--- config.mk ---
export PLATFORM = sky130hd
export DESIGN_NAME = sample_stats
export DESIGN_NICKNAME = d
export VERILOG_FILES = /design/src/rtl/sample_stats_pkg.sv /design/src/rtl/sat_counter.sv /design/src/rtl/sample_stats.sv
export SDC_FILE = /design/constraint.sdc
export NUM_CORES = 1
export LEC_CHECK = 0
export BUFFER_PORTS_ARGS = -buffer_cell sky130_fd_sc_hd__buf_2
export CAP_MARGIN = 5
export CELL_PAD_IN_SITES_DETAIL_PLACEMENT = 1
export CELL_PAD_IN_SITES_GLOBAL_PLACEMENT = 1
export CORE_ASPECT_RATIO = 1.1
export CORE_MARGIN = 1.5
export CORE_UTILIZATION = 49
export CTS_CLUSTER_SIZE = 28
export DETAILED_ROUTE_END_ITERATION = 10
export PLACE_DENSITY_LB_ADDON = 0.1
export SYNTH_ARGS = -nofsm -noshare
export SYNTH_HDL_FRONTEND = slang
export SYNTH_HIERARCHICAL = 1
export SYNTH_SLANG_ARGS = --single-unit
--- constraint.sdc ---
create_clock -name clk -period 7.6 [get_ports clk]
set_input_delay 1.14 -clock clk [delete_from_list [all_inputs] [get_ports clk]]
set_output_delay 1.14 -clock clk [all_outputs]
set_load 0.1 [all_outputs]
--- src/rtl/sample_stats_pkg.sv ---
// rtl/sample_stats_pkg.sv - shared types and constants for the sample statistics collector
package sample_stats_pkg;

    typedef enum logic [1:0] {IDLE, COLLECT, REPORT} state_t;

    localparam int RPT_PASS = 0;
    localparam int RPT_FAIL = 1;
    localparam int RPT_BIN0 = 2;

    function automatic int bin_width(input int num_bins);
        return (num_bins > 1) ? $clog2(num_bins) : 1;
    endfunction

endpackage

--- src/rtl/sat_counter.sv ---
// rtl/sat_counter.sv - saturating tally counter with a saturation-hit pulse
module sat_counter #(
    parameter int W = 4
) (
    input  logic         clk,
    input  logic         rst,
    input  logic         clr,
    input  logic         inc,
    output logic [W-1:0] value,
    output logic         sat_hit
);

    logic at_max;

    assign at_max  = (value == {W{1'b1}});
    assign sat_hit = inc && at_max && !clr;

    always_ff @(posedge clk or posedge rst) begin
        if (rst) begin
            value <= '0;
        end else if (clr) begin
            value <= '0;
        end else if (inc && !at_max) begin
            value <= value + W'(1);
        end
    end

endmodule

--- src/rtl/sample_stats.sv ---
// rtl/sample_stats.sv - run statistics collector: pass/fail/histogram tallies with streamed report
module sample_stats
    import sample_stats_pkg::*;
#(
    parameter int DATA_W      = 8,
    parameter int NUM_BINS    = 4,
    parameter int CNT_W       = 4,
    parameter int NUM_SAMPLES = 13
) (
    input  logic                          clk,
    input  logic                          rst,
    input  logic                          start,
    input  logic                          flush,
    input  logic                          in_valid,
    output logic                          in_ready,
    input  logic [DATA_W-1:0]             in_data,
    output logic                          rpt_valid,
    input  logic                          rpt_ready,
    output logic [CNT_W-1:0]              rpt_data,
    output logic [$clog2(NUM_BINS+2)-1:0] rpt_idx,
    output logic                          rpt_last,
    output logic                          busy,
    output logic                          ovf
);

    localparam int BIN_W  = bin_width(NUM_BINS);
    localparam int IDX_W  = $clog2(NUM_BINS + 2);
    localparam int SCNT_W = $clog2(NUM_SAMPLES + 1);
    localparam int NUM_T  = NUM_BINS + 2;

    state_t            state;
    logic [SCNT_W-1:0] sample_cnt;
    logic              accept;
    logic              clr;
    logic              last_sample;
    logic [NUM_T-1:0]  inc;
    logic [NUM_T-1:0]  hit;
    logic [CNT_W-1:0]  tally [NUM_T];
    logic [IDX_W-1:0]  next_idx;
    logic [CNT_W-1:0]  pass_next;
    logic              data_unused;

    assign accept      = (state == COLLECT) && in_valid && in_ready;
    assign clr         = (state == IDLE) && start;
    assign last_sample = accept && (sample_cnt == SCNT_W'(NUM_SAMPLES - 1));
    assign next_idx    = rpt_idx + IDX_W'(1);
    assign data_unused = ^in_data;

    assign inc[RPT_PASS] = accept && in_data[0];
    assign inc[RPT_FAIL] = accept && !in_data[0];

    for (genvar b = 0; b < NUM_BINS; b++) begin : g_bin_inc
        assign inc[RPT_BIN0+b] = accept && (in_data[DATA_W-1 -: BIN_W] == BIN_W'(b));
    end

    for (genvar t = 0; t < NUM_T; t++) begin : g_tally
        sat_counter #(.W(CNT_W)) u_cnt (
            .clk     (clk),
            .rst     (rst),
            .clr     (clr),
            .inc     (inc[t]),
            .value   (tally[t]),
            .sat_hit (hit[t])
        );
    end

    // The run can end on the same edge that bumps the pass tally, so the first
    // report word is loaded from the counter's next value rather than its current one.
    assign pass_next = (inc[RPT_PASS] && (tally[RPT_PASS] != {CNT_W{1'b1}}))
                     ? tally[RPT_PASS] + CNT_W'(1) : tally[RPT_PASS];

    always_ff @(posedge clk or posedge rst) begin
        if (rst) begin
            state      <= IDLE;
            sample_cnt <= '0;
            ovf        <= 1'b0;
            in_ready   <= 1'b0;
            busy       <= 1'b0;
            rpt_valid  <= 1'b0;
            rpt_data   <= '0;
            rpt_idx    <= '0;
            rpt_last   <= 1'b0;
        end else begin
            case (state)
                IDLE: begin
                    if (start) begin
                        state      <= COLLECT;
                        sample_cnt <= '0;
                        ovf        <= 1'b0;
                        in_ready   <= 1'b1;
                        busy       <= 1'b1;
                    end
                end
                COLLECT: begin
                    if (accept) begin
                        sample_cnt <= sample_cnt + SCNT_W'(1);
                    end
                    ovf <= ovf | (|hit);
                    if (last_sample || flush) begin
                        state     <= REPORT;
                        in_ready  <= 1'b0;
                        rpt_valid <= 1'b1;
                        rpt_idx   <= '0;
                        rpt_data  <= pass_next;
                        rpt_last  <= 1'b0;
                    end
                end
                REPORT: begin
                    if (rpt_ready) begin
                        if (rpt_last) begin
                            state     <= IDLE;
                            busy      <= 1'b0;
                            rpt_valid <= 1'b0;
                            rpt_idx   <= '0;
                            rpt_data  <= '0;
                            rpt_last  <= 1'b0;
                        end else begin
                            rpt_idx  <= next_idx;
                            rpt_data <= tally[next_idx];
                            rpt_last <= (next_idx == IDX_W'(NUM_BINS + 1));
                        end
                    end
                end
                default: state <= IDLE;
            endcase
        end
    end

endmodule

==> summary.txt, run 1 <==
Floorplanning
  – Die X: 72.64 microns
  – Area of the die: 5782 sq um
  – Height of the die: 79.60 microns
  – # rows: 27
  – IO Count: 26
  – Core footprint: 5067 sq um
  – Initial Util: 51.58%

Timing
  – RSZ-0062 raised after global routing: false
  – Period minus WS final: 2.652 ns
  – Slew Limit Headroom: 51.89%
  – Hold WS: 0.4795 ns
  – Final max-slew violation count: 0
  – Final Skew: 0.005313 ns
  – Final setup vio count: 0
  – Ratio of final minimum period to clock period: 34.90%
  – Total negative slack: 0 ns
  – Fmax achieved: 377.1 MHz
  – Worst-Margin Slew: 0.7208 ns
  – Hold Vio Cnt, Final: 0

Yosys
  – Register area share after synthesis: 40.21%
  – EDFF count, synth: 0
  – Distinct cells, synth: 49
  – Mapped Area: 2614 sq um
  – Synth Flop Type: dfrtp_1
  – Syn_nets: 296
  – Asr flop ratio synth: 100.0%
  – Syn_area_per_cell: 9.645 sq um
  – Synthesis Warnings: 6
  – Gate Count Post-Synth: 271
  – #FFs+latches synth: 42

GRT
  – Global-route wire length before repair: 10,870 microns
  – Initial antenna violation count: 0
  – GRT overflow: 0
  – Largest net degree at the start of global routing: 50
  – Gr usage total: 24.30%
  – Vias in the first global route: 2,239

Setup path
  – Slowest-stage cell, CP: or4_1
  – Max stage delay on crit path: 0.52 ns
  – Crit path from: in_valid
  – R2R setup slack: 5.10 ns
  – Arr. time, crit path: 2.82 ns
  – Critical path data required time: 7.76 ns
  – Critical path depth: 8
  – CP Class: in -> reg
  – Worst R2R End: rpt_data[3]
  – CP startpoint kind: input pin
  – FF-to-FF path depth: 6
  – Cell Chain, Critical Path: buf_2, and4b_1, and2_1, nand2_1, nor3_1, or4_1, o31ai_1, o21ai_0
  – RR Startpoint: rpt_idx[0]
  – Worst setup path endpoint: ovf
  – Delay-heaviest family, CP: simple AND/OR/NAND/NOR gates
  – Crit. End Element: flop
  – WP buf/inv: 1
  – Worst-path maximum fanout: 8

Clock tree
  – H-tree lvl count: 2
  – CTS tree: done
  – Clock latency on the worst-skew pair: 0.30 ns
  – Post-CTS Hold Buffers: 0
  – Cts repair resizes: 0
  – CTS clock-pin slew for the worst setup and hold paths: 0.08 ns
  – Sink Count: 42
  – Total CTS buffers: 5
  – Setup Buffers After CTS: 0
  – Clock Path Buffers: 2
  – Root Driver: clkbuf_8

Detailed routing
  – Final ANT Viol Nets: 0
  – DR iter-0 viols: 88
  – # DRC: 0
  – Vias: 2,110
  – Vias/cell: 5.960
  – Pre-Repair DR Iteration Count: 4
  – WL per Instance: 17.66 microns
  – Drt total wl: 6251 microns

Min path
  – Worst hold path class: reg -> reg
  – HP Start: rpt_valid

Layout
  – Ant. Diodes: 0
  – Layout area overhead: 9.670%
  – Leading cell type in the layout, fill and taps excluded: dfrtp_1
  – Most frequent cells in the layout: dfrtp_1 (42), nand2_1 (22), nor2_1 (20), buf_2 (20), inv_1 (19)
  – Final nets: 320
  – Share of layout cells above drive strength 1: 16.89%
  – Finished Core Util: 56.57%

Run
  – MaxCap Viol Count: 0

Power
  – Leakage: 1.283 nW
  – PD cells: 285.0 nW/um^2
  – Peak VDD IR: 0.1510 mV
  – Total Power: 0.8169 mW

Placement
  – Dpl hpwl: 4549 microns
  – Port bufs: 20
  – Placer Congestion: 0.7865

Outcome
  – Status: complete, no violations
[routing by layer]
metal	global-route usage, %	wire length [microns]
met1	31.58	2906
met2	41.10	3122
met3	4.419	124
met4	6.981	98
met5	0	0
[how the worst min path moves through the flow]
stage                     to  slack (ns)  cells past startpoint
6_report           rpt_valid        0.48                      2
5_1_grt            rpt_valid        0.50                      2
4_1_cts            rpt_valid        0.48                      2
3_5_place_dp       rpt_valid        0.46                      2
3_3_place_gp       rpt_valid        0.46                      2
2_1_floorplan  sample_cnt[1]        0.50                      2
[layout make-up]
type	count	area, sq um
Sequential cell	42	1051
Clock buffer	7	86.33
Tap cell	58	72.57
Multi-Input combinational cell	200	1450
Clock inverter	1	5.005
Timing Repair Buffer	21	107.6
Inverter	25	93.84
Fill cell	597	2201
[state kept, by name, indices dropped and copies added, names as in the netlist]
name                 flops
rpt_valid                1
g_tally.u_cnt/value     24
rpt_data                 4
ovf                      1
in_ready                 1
rpt_last                 1
rpt_idx                  3
state                    2
busy                     1
sample_cnt               4
[Yosys cell counts, types with 2 or more instances]
cell / n / area (sq um)
nand4_1: 8 / 50.05
nor4_1: 2 / 12.51
o211ai_1: 2 / 15.01
mux2_1: 7 / 78.83
buf_2: 2 / 10.01
a211oi_1: 12 / 90.09
inv_1: 19 / 71.32
xor2_1: 3 / 26.28
mux2i_1: 12 / 120.1
nor2b_1: 7 / 43.79
mux4_2: 4 / 90.09
ha_1: 11 / 137.6
nor2_1: 20 / 75.07
nor3_1: 15 / 75.07
a31oi_1: 2 / 12.51
nand2_1: 22 / 82.58
and2_1: 3 / 18.77
o21ai_0: 7 / 35.03
a31oi_2: 6 / 75.07
inv_2: 6 / 22.52
o221ai_1: 4 / 35.03
dfrtp_1: 42 / 1051
a21oi_1: 6 / 30.03
nand3_1: 12 / 60.06
nand2b_1: 13 / 81.33
[stage by stage]
stage	setup slack, ns	cells	cell area [sq um]
finish	4.948	354	2867
global route	4.817	354	2867
CTS	4.932	354	2867
detailed placement	4.625	346	2775
global placement	4.658	346	2775
floorplan	4.013	271	2614
[worst min-delay path, cell delays in order, from the launching register on]
cell,delay [ns]
dfrtp_1,0.35
nand2_1,0.05
nand2_1,0.05
[where the power goes]
group          switching, mW  internal, mW
clock                 0.0789        0.0734
sequential            0.0492         0.255
combinational          0.265        0.0953
total                  0.393         0.424
[logic make-up after synthesis]
| logic type | Yosys count | synth area share, % |
|---|---|---|
| simple gates | 115 | 23.89 |
| fa+ha+maj | 11 | 5.266 |
| buf+inv | 29 | 4.547 |
| xor+xnor | 4 | 1.341 |
| compound gates | 47 | 13.69 |
| mux | 23 | 11.06 |
| flops | 42 | 40.21 |
Power figures use the tool's default switching activity.
==> run 2: changes to the inputs <==
Settings changed: ABC_AREA from default to 1, CORE_UTILIZATION 49 to 39.
Clock period 7.6 ns to 2.35 ns, I/O delays scaled along.
==> summary.txt, run 2 <==
Outcome
  – Status: finished, violations left
  – Violated checks: design-rule violations

Layout
  – Most flops, register: g_tally.u_cnt/value
  – Layout area overhead: 10.75%
  – Fin area: 3196 sq um (+11%)
  – Leading cell type in the layout, fill and taps excluded: nand2_1
  – Fillcell total: 936 (+57%)
  – Top Registers: g_tally.u_cnt/value: 24 flops, rpt_data: 4 flops, sample_cnt: 4 flops
  – Most frequent cells in the layout: nand2_1 (150), inv_1 (48), dfrtp_1 (41)
  – Ant. Diodes: 0 (unchanged)
  – Final nets: 463 (+45%)
  – Share of layout cells above drive strength 1: 21.18% (+4.3 points)
  – Max FFs per register: 24 (unchanged)

Floorplanning
  – Core footprint: 7087 sq um (+40%)
  – IO Count: 26 (unchanged)
  – # rows: 32 (+19%)
  – Area of the die: 7924 sq um (+37%)
  – Die X: 85.01 microns (+17%)
  – Height of the die: 93.21 microns (+17%)
  – Initial Util: 40.71% (-11 points)

Setup path
  – CP Class: reg -> reg
  – Crit. End Element: flop
  – FF-to-FF path depth: 8 (+2)
  – Worst-path maximum fanout: 8 (unchanged)
  – Critical path data required time: 2.53 ns (-5.23 ns)
  – Arr. time, crit path: 2.06 ns (-0.76 ns)
  – Worst R2R End: ovf
  – CP startpoint kind: flop
  – RR Startpoint: state[0]
  – R2R setup slack: 0.48 ns (-4.62 ns)

Timing
  – Hold WS: 0.02876 ns (-0.4508 ns)
  – Period minus WS final: 1.873 ns
  – Worst-Margin Slew: 0.7147 ns (-0.006150 ns)
  – Total negative slack: 0 ns (unchanged)
  – RSZ-0062 raised after global routing: false
  – Ratio of final minimum period to clock period: 79.72%
  – Fmax achieved: 533.8 MHz
  – Slew Limit Headroom: 52.30% (+0.41 points)
  – Hold Vio Cnt, Final: 0 (unchanged)
  – Final Skew: 0.009856 ns (+0.004543 ns)
  – Final max-slew violation count: 0 (unchanged)
  – Final setup vio count: 0 (unchanged)

Yosys
  – Synth Flop Type: dfrtp_1
  – Syn_area_per_cell: 7.054 sq um (-27%)
  – Cell with the most instances after synthesis: nand2_1
  – Synth cell count leaders: nand2_1 (150), inv_1 (48), dfrtp_1 (42), nand3_1 (35), inv_2 (19)
  – #FFs+latches synth: 42 (unchanged)
  – Synth area leaders: dfrtp_1 (36%), nand2_1 (20%), inv_1 (6.2%)
  – Synthesis Warnings: 6 (unchanged)
  – Yosys top cell by area: dfrtp_1
  – Syn_nets: 434 (+47%)
  – Synth top area share: 36.43% (-3.8 points)
  – Asr flop ratio synth: 100.0% (unchanged)
  – Mapped Area: 2885 sq um (+10%)
  – EDFF count, synth: 0 (unchanged)
  – Register area share after synthesis: 36.43% (-3.8 points)
  – Gate Count Post-Synth: 409 (+51%)
  – Distinct cells, synth: 29 (-41%)

Power
  – Total Power: 3.060 mW (+270%)
  – Leakage: 1.776 nW (+38%)
  – Peak VDD IR: 0.3144 mV (+110%)
  – PD cells: 957.5 nW/um^2 (+240%)

GRT
  – Gr usage total: 20.47% (-3.8 points)
  – GRT overflow: 0 (unchanged)
  – Largest net degree at the start of global routing: 19 (-62%)
  – Global-route wire length before repair: 12,880 microns (+18%)
  – Initial antenna violation count: 0 (unchanged)
  – Vias in the first global route: 2,789 (+25%)

Detailed routing
  – WL per Instance: 14.29 microns (-19%)
  – Drt total wl: 7487 microns (+20%)
  – Vias: 2,640 (+25%)
  – Pre-Repair DR Iteration Count: 7 (+3)
  – # DRC: 1 (+1)
  – DR iter-0 viols: 56 (-36%)
  – Final ANT Viol Nets: 0 (unchanged)
  – Vias/cell: 5.038 (-15%)

Placement
  – Port bufs: 20 (unchanged)
  – Placed cell areas: 3105 sq um (+12%)
  – Dpl hpwl: 5875 microns (+29%)
  – Placer Congestion: 0.7510 (-4.5%)

Clock tree
  – Cts repair resizes: 0 (unchanged)
  – H-tree lvl count: 2 (unchanged)
  – CTS tree: done
  – Post-CTS Hold Buffers: 0 (unchanged)
  – Setup Buffers After CTS: 0 (unchanged)
  – Root Driver: clkbuf_8
  – Total CTS buffers: 5 (unchanged)
  – CTS clock-pin slew for the worst setup and hold paths: 0.09 ns (about the same)
  – Sink Count: 42 (unchanged)
  – Clock Path Buffers: 2 (unchanged)
  – Clock latency on the worst-skew pair: 0.30 ns (about the same)

Min path
  – Worst hold path class: in -> async

Run
  – MaxCap Viol Count: 0 (unchanged)
==> run 2: cell types whose count changed after synthesis, moves of 8 or more <==
cell / previous run / this run
nand2_1: 22 / 150
inv_1: 19 / 48
nand3_1: 12 / 35
nand2_2: 0 / 15
inv_2: 6 / 19
nand2b_1: 13 / 0
a211oi_1: 12 / 0
mux2i_1: 12 / 0
nand3_2: 0 / 8
nand4_1: 8 / 16
nor3_1: 15 / 7
o21ai_1: 0 / 8
==> run 2: layout make-up <==
type	count	area, sq um	area share (%)
sequential	42	1052	32.93
inverter	68	255.2	7.987
multi-input combinational	295	1546	48.39
clock inverter	3	21.27	0.6656
timing repair buffer	26	145.1	4.542
clock buffer	5	68.82	2.153
tap	85	106.4	3.328
==> run 2: worst max-delay path, cell delays in order (launching register included) <==
cell and delay (ns):
dfrtp_1 0.42, nor2_1 0.09, nand2_1 0.13, inv_1 0.37
inv_2 0.13, nand2_1 0.08, nor2_1 0.05, nor4_1 0.36
a21oi_1 0.11
==> run 2: logic make-up (layout without fill, tap and decap cells) <==
group | count (synthesis) | count (layout) | synth area share [%]
xor+xnor | 2 | 2 | 0.8675
flops | 42 | 42 | 36.43
simple gates | 264 | 264 | 44.32
fa+ha+maj | 11 | 11 | 4.770
buf+inv | 72 | 102 | 9.974
compound gates | 18 | 18 | 3.643
==> run 2: metrics by stage <==
| step | instances | util (%) | setup slack, ns |
|---|---|---|---|
| after detailed placement | 516 | 43.82 | 0.4578 |
| final | 524 | 45.09 | 0.4767 |
| after CTS | 524 | 45.09 | 0.4441 |
| after global placement | 516 | 43.82 | 0.4743 |
| after global routing | 524 | 45.09 | 0.3018 |
| after floorplan | 409 | - | 0.1032 |
==> run 2: worst max path at each step <==
stage / start / end / slack, ns / cells after the start
2_1_floorplan: in_ready / g_tally[4].u_cnt/value[3] / 0.10 / 10
3_3_place_gp: state[0] / ovf / 0.47 / 8
3_5_place_dp: state[0] / ovf / 0.46 / 8
4_1_cts: state[0] / ovf / 0.44 / 8
5_1_grt: state[0] / ovf / 0.30 / 8
6_report: state[0] / ovf / 0.48 / 8
==> run 2: power breakdown <==
| group | switching [mW] | total (mW) | internal (mW) |
|---|---|---|---|
| Clock | 0.278 | 0.487 | 0.209 |
| Sequential | 0.109 | 0.938 | 0.828 |
| Combinational | 1.22 | 1.64 | 0.415 |
| Total | 1.61 | 3.06 | 1.45 |
==> run 2: routing by layer <==
metal	part of all wire, %	track usage [%]
met1	46	25.24
met2	51	37.50
met3	1.8	2.736
met4	1.2	5.055
met5	0	0
==> run 3: changes to the inputs <==
Clock period 2.35 ns to 1.59 ns, I/O delays scaled along.
==> summary.txt, run 3 (same netlist as run 2, synthesis figures left out) <==
Setup path
  – Critical path data required time: 1.82 ns (-0.71 ns)
  – Worst-path maximum fanout: 6 (-2)
  – CP Class: reg -> reg
  – Cell Chain, Critical Path: nand2_4, nor2_4, inv_8, nor3_4, nand2_1, nor2_2, nor4_2, a21oi_1
  – Slowest-stage cell, CP: dfrtp_1
  – Arr. time, crit path: 1.80 ns (-0.26 ns)
  – Max stage delay on crit path: 0.44 ns (+0.02 ns)
  – CP startpoint kind: flop
  – Crit. End Element: flop

Layout
  – Most flops, register: g_tally.u_cnt/value
  – Final nets: 492 (+6.3%)
  – Most frequent cells in the layout: nand2_1 (145), inv_1 (45), dfrtp_1 (38)
  – Layout area overhead: 26.89%
  – Top Registers: g_tally.u_cnt/value: 24 flops, rpt_data: 4 flops, sample_cnt: 4 flops
  – Ant. Diodes: 0 (unchanged)
  – Leading cell type in the layout, fill and taps excluded: nand2_1
  – Max FFs per register: 24 (unchanged)
  – Finished Core Util: 51.66% (+6.6 points)
  – Share of layout cells above drive strength 1: 30.98% (+9.8 points)

Placement
  – Pre-CTS setup slack: -0.005208 ns (-0.4630 ns)
  – Dpl hpwl: 6113 microns (+4.0%)
  – Port bufs: 20 (unchanged)
  – Placer Congestion: 0.7818 (+4.1%)

Detailed routing
  – Vias: 2,780 (+5.3%)
  – WL per Instance: 14.09 microns (-1.4%)
  – DR iter-0 viols: 69 (+23%)
  – Vias/cell: 5.027 (-0.22%)
  – Pre-Repair DR Iteration Count: 7 (unchanged)
  – Final ANT Viol Nets: 0 (unchanged)
  – Drt total wl: 7794 microns (+4.1%)
  – # DRC: 2 (+1)

Clock tree
  – CTS tree: done
  – Sink Count: 42 (unchanged)
  – CTS clock-pin slew for the worst setup and hold paths: 0.09 ns (about the same)
  – Total CTS buffers: 5 (unchanged)
  – Root Driver: clkbuf_8
  – H-tree lvl count: 2 (unchanged)
  – Clock Path Buffers: 2 (unchanged)
  – Clock latency on the worst-skew pair: 0.30 ns (about the same)

Timing
  – RSZ-0062 raised after global routing: true
  – Ratio of final minimum period to clock period: 98.51% (+19 points)
  – Period minus WS final: 1.566 ns (-0.3070 ns)
  – Final Skew: 0.008596 ns (-0.001260 ns)
  – Fmax achieved: 638.4 MHz (+20%)
  – Hold Vio Cnt, Final: 0 (unchanged)
  – Slew Limit Headroom: 67.55% (+15 points)
  – Worst-Margin Slew: 0.4902 ns (-0.2245 ns)
  – Final max-slew violation count: 0 (unchanged)
  – Final WS setup: 0.02363 ns (-0.4530 ns)
  – Hold WS: 0.1781 ns (+0.1494 ns)
  – Final setup vio count: 0 (unchanged)

GRT
  – Initial antenna violation count: 0 (unchanged)
  – Vias in the first global route: 2,835 (+1.6%)
  – Largest net degree at the start of global routing: 13 (-6)
  – GRT overflow: 0 (unchanged)
  – Global-route wire length before repair: 13,100 microns (+1.7%)
  – Gr usage total: 20.76% (+0.29 points)

Floorplanning
  – IO Count: 26 (unchanged)
  – Die X: 85.01 microns (unchanged)
  – Area of the die: 7924 sq um (unchanged)
  – Initial Util: 40.71% (unchanged)
  – Core footprint: 7087 sq um (unchanged)
  – # rows: 32 (unchanged)
  – Height of the die: 93.21 microns (unchanged)

Power
  – Leakage: 1.969 nW (+11%)
  – Total Power: 5.251 mW (+72%)
  – PD cells: 1434 nW/um^2 (+50%)
  – Peak VDD IR: 0.5821 mV (+85%)

Min path
  – Worst hold path class: in -> reg

Run
  – MaxCap Viol Count: 0 (unchanged)

Outcome
  – Status: finished, violations left
  – Violated checks: design-rule violations
run 3: metrics by stage:
stage | TNS (ns) | cells | instance area (sq um)
6_report | 0 | 553 | 3661
5_1_grt | -0.5826 | 553 | 3661
4_1_cts | 0 | 546 | 3505
3_5_place_dp | -0.009100 | 537 | 3401
3_3_place_gp | 0 | 537 | 3401
2_1_floorplan | -0.6883 | 409 | 3003
run 3: final cells by class:
class	instances	area [sq um]
Clock inverter	1	5.005
Tap cell	85	106.4
Timing Repair Buffer	55	439.2
Multi-Input combinational cell	295	1682
Clock buffer	7	86.33
Sequential cell	42	1064
Inverter	68	279.0
Fill cell	923	3426
run 3: report_power, final:
group | internal (mW) | switching, mW | leakage (nW)
Combinational | 1.10 | 2.01 | 1.36
Sequential | 1.24 | 0.160 | 0.562
Clock | 0.351 | 0.384 | 0.0482
Total | 2.70 | 2.55 | 1.97
run 3: final timing paths:
path	start	end	slack, ns	cells after the start
worst max register to register	state[0]	ovf	0.02	8
min in group asynchronous	rst	g_tally[5].u_cnt/value[1]	0.45	3
worst max-delay path	state[0]	ovf	0.02	8
worst min register to register	rpt_data[1]	rpt_data[1]	0.50	2
max in group asynchronous	rst	in_ready	0.54	4
worst min-delay path	rpt_ready	busy	0.18	2
run 3: timing repair:
| item | CTS | global route |
|---|---|---|
| resized for setup | 1 | 23 |
| pin swaps | 0 | 14 |
| hold endpoints to repair | 24 | 0 |
| setup buffers | 0 | 7 |
| setup endpoints to repair | 2 | 23 |
| hold buffers | 1 | 0 |
run 3: worst max-delay path, delay by kind of cell, from the launching register on:
family	cells	cell delay, ns
buf+inv	1	0.08
simple gates	6	0.86
compound gates	1	0.12
flops	1	0.44
run 3: per-layer routing:
metal | track usage, % | up-vias | part of all wire [%]
li1 | - | 1403 | -
met1 | 25.92 | 1347 | 45
met2 | 37.83 | 25 | 52
met3 | 2.383 | 5 | 1.8
met4 | 5.328 | 0 | 0.89
met5 | 0 | - | 0
